===== src/rtl/vga_timing_pkg.sv =====
// Shared VGA timing presets, sync polarities and the pixel address width.
// Imported by the timing generator and anything that consumes its addresses.
package vga_timing_pkg;

   localparam int ADDR_W = 11;

   typedef struct packed {
      logic [11:0] h_active;
      logic [11:0] h_front;
      logic [11:0] h_pulse;
      logic [11:0] h_back;
      logic [11:0] v_active;
      logic [11:0] v_front;
      logic [11:0] v_pulse;
      logic [11:0] v_back;
      logic        hs_pol;
      logic        vs_pol;
   } vga_mode_t;

   localparam vga_mode_t MODE_640X480_60 = '{
      h_active: 12'd640,  h_front: 12'd16,  h_pulse: 12'd96, h_back: 12'd48,
      v_active: 12'd480,  v_front: 12'd10,  v_pulse: 12'd2,  v_back: 12'd33,
      hs_pol: 1'b0, vs_pol: 1'b0};

   localparam vga_mode_t MODE_800X600_60 = '{
      h_active: 12'd800,  h_front: 12'd40,  h_pulse: 12'd128, h_back: 12'd88,
      v_active: 12'd600,  v_front: 12'd1,   v_pulse: 12'd4,   v_back: 12'd23,
      hs_pol: 1'b1, vs_pol: 1'b1};

   localparam vga_mode_t MODE_1280X720_60 = '{
      h_active: 12'd1280, h_front: 12'd110, h_pulse: 12'd40, h_back: 12'd220,
      v_active: 12'd720,  v_front: 12'd5,   v_pulse: 12'd5,  v_back: 12'd20,
      hs_pol: 1'b1, vs_pol: 1'b1};

   function automatic logic [11:0] h_whole(input vga_mode_t m);
      return m.h_active + m.h_front + m.h_pulse + m.h_back;
   endfunction

   function automatic logic [11:0] v_whole(input vga_mode_t m);
      return m.v_active + m.v_front + m.v_pulse + m.v_back;
   endfunction

endpackage


===== src/rtl/vga_delay_line.sv =====
// Async-clear shift register of DEPTH stages; collapses to a plain wire at DEPTH=0.
// Keeps control bits aligned with data coming back from a fixed-latency source.
module vga_delay_line #(
   parameter int WIDTH = 3,
   parameter int DEPTH = 1
) (
   input  logic             clk,
   input  logic             rst_n,
   input  logic [WIDTH-1:0] d_i,
   output logic [WIDTH-1:0] q_o
);

   generate
      if (DEPTH == 0) begin : g_wire
         assign q_o = d_i;
      end else begin : g_shift
         logic [WIDTH-1:0] stage_q [DEPTH];

         always_ff @(posedge clk or negedge rst_n) begin
            if (!rst_n) begin
               for (int i = 0; i < DEPTH; i++) stage_q[i] <= '0;
            end else begin
               stage_q[0] <= d_i;
               for (int i = 1; i < DEPTH; i++) stage_q[i] <= stage_q[i-1];
            end
         end

         assign q_o = stage_q[DEPTH-1];
      end
   endgenerate

endmodule


===== src/rtl/vgac_pipe.sv =====
// Parametrised VGA/DVI timing generator: issues pixel addresses FETCH_LAT clocks
// ahead and realigns sync/de with the returned pixel data in one output register.
module vgac_pipe
   import vga_timing_pkg::*;
#(
   parameter int H_ACTIVE  = 640,
   parameter int H_FRONT   = 16,
   parameter int H_PULSE   = 96,
   parameter int H_BACK    = 48,
   parameter int V_ACTIVE  = 480,
   parameter int V_FRONT   = 10,
   parameter int V_PULSE   = 2,
   parameter int V_BACK    = 33,
   parameter bit HS_POL    = 1'b0,
   parameter bit VS_POL    = 1'b0,
   parameter int FETCH_LAT = 1,
   parameter int COLOR_W   = 4
) (
   input  logic                   vga_clk,
   input  logic                   clrn,
   input  logic [3*COLOR_W-1:0]   d_in,
   output logic [ADDR_W-1:0]      col_addr,
   output logic [ADDR_W-1:0]      row_addr,
   output logic                   line_start,
   output logic                   frame_start,
   output logic                   hs,
   output logic                   vs,
   output logic                   de,
   output logic [COLOR_W-1:0]     r,
   output logic [COLOR_W-1:0]     g,
   output logic [COLOR_W-1:0]     b
);

   localparam logic [11:0] H_ACT_C   = 12'(H_ACTIVE);
   localparam logic [11:0] H_SYNC0_C = 12'(H_ACTIVE + H_FRONT);
   localparam logic [11:0] H_SYNC1_C = 12'(H_ACTIVE + H_FRONT + H_PULSE);
   localparam logic [11:0] H_LAST_C  = 12'(H_ACTIVE + H_FRONT + H_PULSE + H_BACK - 1);
   localparam logic [11:0] V_ACT_C   = 12'(V_ACTIVE);
   localparam logic [11:0] V_SYNC0_C = 12'(V_ACTIVE + V_FRONT);
   localparam logic [11:0] V_SYNC1_C = 12'(V_ACTIVE + V_FRONT + V_PULSE);
   localparam logic [11:0] V_LAST_C  = 12'(V_ACTIVE + V_FRONT + V_PULSE + V_BACK - 1);

   logic [11:0] h_cnt_q, h_cnt_d;
   logic [11:0] v_cnt_q, v_cnt_d;

   logic h_act, v_act, fetch_act, hs_act, vs_act;
   logic [2:0] raw_ctl, dly_ctl;

   logic                 de_q, de_d;
   logic                 hs_q, hs_d;
   logic                 vs_q, vs_d;
   logic [3*COLOR_W-1:0] rgb_q, rgb_d;

   // v_cnt only moves on the line wrap, so both hit 0 on the same edge at frame end.
   always_comb begin
      h_cnt_d = h_cnt_q + 12'd1;
      v_cnt_d = v_cnt_q;
      if (h_cnt_q == H_LAST_C) begin
         h_cnt_d = '0;
         v_cnt_d = (v_cnt_q == V_LAST_C) ? 12'd0 : v_cnt_q + 12'd1;
      end
   end

   always_ff @(posedge vga_clk or negedge clrn) begin
      if (!clrn) begin
         h_cnt_q <= '0;
         v_cnt_q <= '0;
      end else begin
         h_cnt_q <= h_cnt_d;
         v_cnt_q <= v_cnt_d;
      end
   end

   assign h_act     = (h_cnt_q < H_ACT_C);
   assign v_act     = (v_cnt_q < V_ACT_C);
   assign fetch_act = h_act && v_act;
   assign hs_act    = (h_cnt_q >= H_SYNC0_C) && (h_cnt_q < H_SYNC1_C);
   assign vs_act    = (v_cnt_q >= V_SYNC0_C) && (v_cnt_q < V_SYNC1_C);

   assign col_addr    = fetch_act ? h_cnt_q[ADDR_W-1:0] : ADDR_W'(H_ACTIVE);
   assign row_addr    = fetch_act ? v_cnt_q[ADDR_W-1:0] : ADDR_W'(V_ACTIVE);
   assign line_start  = (h_cnt_q == 12'd0);
   assign frame_start = (h_cnt_q == 12'd0) && (v_cnt_q == 12'd0);

   assign raw_ctl = {fetch_act, hs_act, vs_act};

   vga_delay_line #(
      .WIDTH (3),
      .DEPTH (FETCH_LAT)
   ) u_ctl_dly (
      .clk   (vga_clk),
      .rst_n (clrn),
      .d_i   (raw_ctl),
      .q_o   (dly_ctl)
   );

   always_comb begin
      de_d  = dly_ctl[2];
      hs_d  = dly_ctl[1] ? HS_POL : ~HS_POL;
      vs_d  = dly_ctl[0] ? VS_POL : ~VS_POL;
      rgb_d = dly_ctl[2] ? d_in : '0;
   end

   always_ff @(posedge vga_clk or negedge clrn) begin
      if (!clrn) begin
         de_q  <= 1'b0;
         hs_q  <= ~HS_POL;
         vs_q  <= ~VS_POL;
         rgb_q <= '0;
      end else begin
         de_q  <= de_d;
         hs_q  <= hs_d;
         vs_q  <= vs_d;
         rgb_q <= rgb_d;
      end
   end

   assign de = de_q;
   assign hs = hs_q;
   assign vs = vs_q;
   assign r  = rgb_q[COLOR_W-1:0];
   assign g  = rgb_q[2*COLOR_W-1:COLOR_W];
   assign b  = rgb_q[3*COLOR_W-1:2*COLOR_W];

endmodule


===== config.mk =====
export PLATFORM = sky130hd
export DESIGN_NAME = vgac_pipe
export DESIGN_NICKNAME = d
export VERILOG_FILES = /design/src/rtl/vga_timing_pkg.sv /design/src/rtl/vga_delay_line.sv /design/src/rtl/vgac_pipe.sv
export SDC_FILE = /design/constraint.sdc
export NUM_CORES = 1
export LEC_CHECK = 0
export CORE_UTILIZATION = 52
export CTS_CLUSTER_DIAMETER = 150
export DETAILED_ROUTE_END_ITERATION = 6
export PLACE_DENSITY = 0.84
export SLEW_MARGIN = 20
export SYNTH_ARGS = -nofsm -noshare
export SYNTH_HDL_FRONTEND = slang
export SYNTH_SLANG_ARGS = --single-unit

===== constraint.sdc =====
create_clock -name vga_clk -period 5.2 [get_ports vga_clk]
set_input_delay 1.04 -clock vga_clk [delete_from_list [all_inputs] [get_ports vga_clk]]
set_output_delay 1.04 -clock vga_clk [all_outputs]
set_load 0.02 [all_outputs]

==> results.md <==
- Clk pwr share: 0.406
- Final hold vios: 0
- I/O pins: 53
- Core area: 3720 sq um
- Synth warn: 0
- Nets@finish: 268
- Asr flop ratio synth: 1.00
- Int Power: around 0.0005 W
- Fillers: 290
- Max_cap viols: 0
- # resized after CTS: 0
- Post-Syn Area: 2040 sq um
- Post-synth EDFFs: 0
- Switching Fraction: 0.208
- Chip width: 64.7 um
- Synth Register Bits: 42
- Most frequent cells after synthesis: dfrtp_1, and2_1, inv_1, nand3_1, nor2_1
- Vias per inst: about 5.5
- NetSw: 0.000129 W
- Met3 Resource Use GR: 0.0458
- Register share of total power: 0.536
- FP Rows: 22
- Layout cells sized above 1: 0.0797
- Vias in the first global route: 1544
- Synth Instances: 204
- Detailed Routing Iterations Pass 1: 4
- Worst-Skew Late Latency: 0.29 ns
- Clock buffer depth: 2
- Status: finished, final reports clean
- Initial DRC count: 99
- FMAX: 262 MHz
- Global placement routability congestion: 0.836
- CP required: around 4.2 ns
- # hold bufs at CTS: 0
- Post-Route WL: 4.14 mm
- Leak Pwr: ~1.2 nW
- Most frequent cell after synthesis: dfrtp_1
- DRT antenna net count: 0
- CTS Buf Count: 5
- CP arrival: 2.77 ns
- Pwr Density: 236 nW/um^2
- Routed len/inst: 13.8 um
- H-tree levels: 2
- Max Clock Skew: 0.00525 ns
- Layout area overhead: 28.3%
- Drt drc: 0
- TritonCTS sink count: 42
- Synth Area per Inst: about 10 sq um
- Finish-stage setup viols: 0
- Die Span Y: roughly 65 um
- First-pass GRT wire length: 6.99 mm
- IO buf count: 49
- Root Buffer: clkbuf_8
- Diode count: 0
- Number of distinct library cells after synthesis: 42
- Vias: roughly 1600
- Post-CTS setup buffer count: 0
- TritonCTS clock tree: done
- Top cell type by total area after synthesis: dfrtp_1
- Grt ovf: 0
- M2 GR Usage: 0.366
- Max FO, Critical Path: 12
- Routing usage on met1: 0.286
- Worst min-delay path class: register to register
- Design Power: 0.000619 W
- Slew @ Worst Pin: 0.895 ns
- Sequential share of the synthesized area: 0.516
- CTS clk-pin slew, worst paths: 0.08 ns
- Fin crit period: between 3 and 4 ns
- Main area contributors after synthesis: dfrtp_1, and2_1, nand3_1, xor2_1, dfstp_2
- Worst setup EP type: output port
- Ys flop type: dfrtp_1
- GR peak layer: met2
- Crit path kind: register to output port
- Peak VDD IR: 172 uV
- Comb pwr share: 0.058
- Die area: 4180 sq um
- Max-slew violations: 0
- Tcrit/Tclk final: 0.733
- Relative slew margins: 0.403
- Largest net degree at the start of global routing: 43
- Startpoint Class: register
- Initial core utilization: 0.550
- RSZ-0062 raised after global routing: no
- Synth top area share: 0.490
- Gr usage total: 0.220
- Hpwl dp: 2.94 mm
- Initial antenna violation count: 0
- Setup_tns: 0 ns
==> cells by family after synthesis <==
| kind of cell | count (synthesis) | synth area share |
|---|---|---|
| AOI/OAI and AO/OA | 19 | 0.0570 |
| muxes | 1 | 0.00490 |
| other | 1 | 0.00184 |
| buffers and inverters | 27 | 0.0704 |
| adders and majority gates | 4 | 0.0245 |
| xor gates and xnor gates | 12 | 0.0514 |
| DFF | 42 | 0.516 |
| and+or+nand+nor | 98 | 0.274 |
==> critical path, stage by stage (launching register included) <==
cell             delay (ns)
dfrtp_1                0.43
nand4_1                0.23
nand3_1                0.38
nor2_1                 0.61
and2_1                 0.22
clkdlybuf4s50_1        0.60
==> final timing paths <==
kind	start	endpoint	slack, ns	depth (start not counted)
max reg2reg	h_cnt_q[7]$_DFF_PN0_	v_cnt_q[9]$_DFFE_PN0N_	2.95	4
min in group asynchronous	clrn	u_ctl_dly.q_o[2]$_DFF_PN0_	0.88	1
min	u_ctl_dly.q_o[1]$_DFF_PN0_	hs$_DFF_PN1_	0.35	1
max in group asynchronous	clrn	v_cnt_q[8]$_DFFE_PN0N_	3.77	1
max	v_cnt_q[5]$_DFFE_PN0N_	col_addr[3]	1.39	5
min reg2reg	u_ctl_dly.q_o[1]$_DFF_PN0_	hs$_DFF_PN1_	0.35	1
==> state kept, by name (all words and copies together) (netlist names) <==
signal         flops
de                 1
h_cnt_q           12
hs                 1
rgb_q             12
u_ctl_dly.q_o      3
v_cnt_q           12
vs                 1
==> layer usage <==
metal  share of wire  wire (um)  vias to the layer above
met4          0.0087         36                        0
met1            0.45       1880                      778
met3           0.067        278                        5
li1                -          -                      777
met5               0          0                        -
met2            0.47       1940                       73
==> cell usage in the layout, fill, tap and decap left out, types with 3 or more instances in the layout <==
| cell | synthesis | layout |
|---|---|---|
| a21oi_1 | 6 | 6 |
| and2_1 | 18 | 18 |
| clkbuf_8 | 2 | 5 |
| clkdlybuf4s50_1 | 0 | 48 |
| conb_1 | 1 | 3 |
| dfrtp_1 | 40 | 40 |
| ha_1 | 4 | 4 |
| inv_1 | 14 | 14 |
| nand2_1 | 12 | 12 |
| nand3_1 | 14 | 14 |
| nand4_1 | 4 | 4 |
| nor2_1 | 14 | 14 |
| nor3_1 | 10 | 10 |
| nor4_1 | 5 | 5 |
| o21ai_0 | 6 | 6 |
| or3_1 | 5 | 5 |
| xnor2_1 | 4 | 4 |
| xor2_1 | 8 | 8 |
==> area by class of cell <==
| class | instances | area (sq um) | area share |
|---|---|---|---|
| clock buffers | 5 | 68.8 | 0.0263 |
| multi-input cells | 137 | 853 | 0.326 |
| inverters | 14 | 52.6 | 0.0200 |
| repair buffers | 50 | 493 | 0.188 |
| well taps | 48 | 60.1 | 0.0229 |
| clock inverters | 3 | 40.0 | 0.0153 |
| flip-flops and latches | 42 | 1050 | 0.402 |
==> metrics by stage <==
step / hold slack [ns] / cell area, sq um / util / worst slack [ns] / cells
2_1_floorplan: 0.337 / 2050 / - / 2.36 / 206
3_3_place_gp: 0.338 / 2510 / 0.676 / 1.75 / 291
5_1_grt: 0.372 / 2620 / 0.705 / 1.18 / 299
6_report: 0.354 / 2620 / 0.705 / 1.39 / 299
4_1_cts: 0.358 / 2620 / 0.705 / 1.40 / 299
3_5_place_dp: 0.346 / 2510 / 0.676 / 1.74 / 291
==> power groups by stage <==
stage	Combinational, W	Clock [W]	Sequential (W)
after floorplan	0.00000674	0	0.000345
final	0.0000360	0.000251	0.000332
after global routing	0.0000394	0.000272	0.000332
after global placement	0.0000362	0	0.000338
after detailed placement	0.0000367	0	0.000339
after CTS	0.0000368	0.000256	0.000332
No activity file was read; power rests on OpenSTA's default activity.
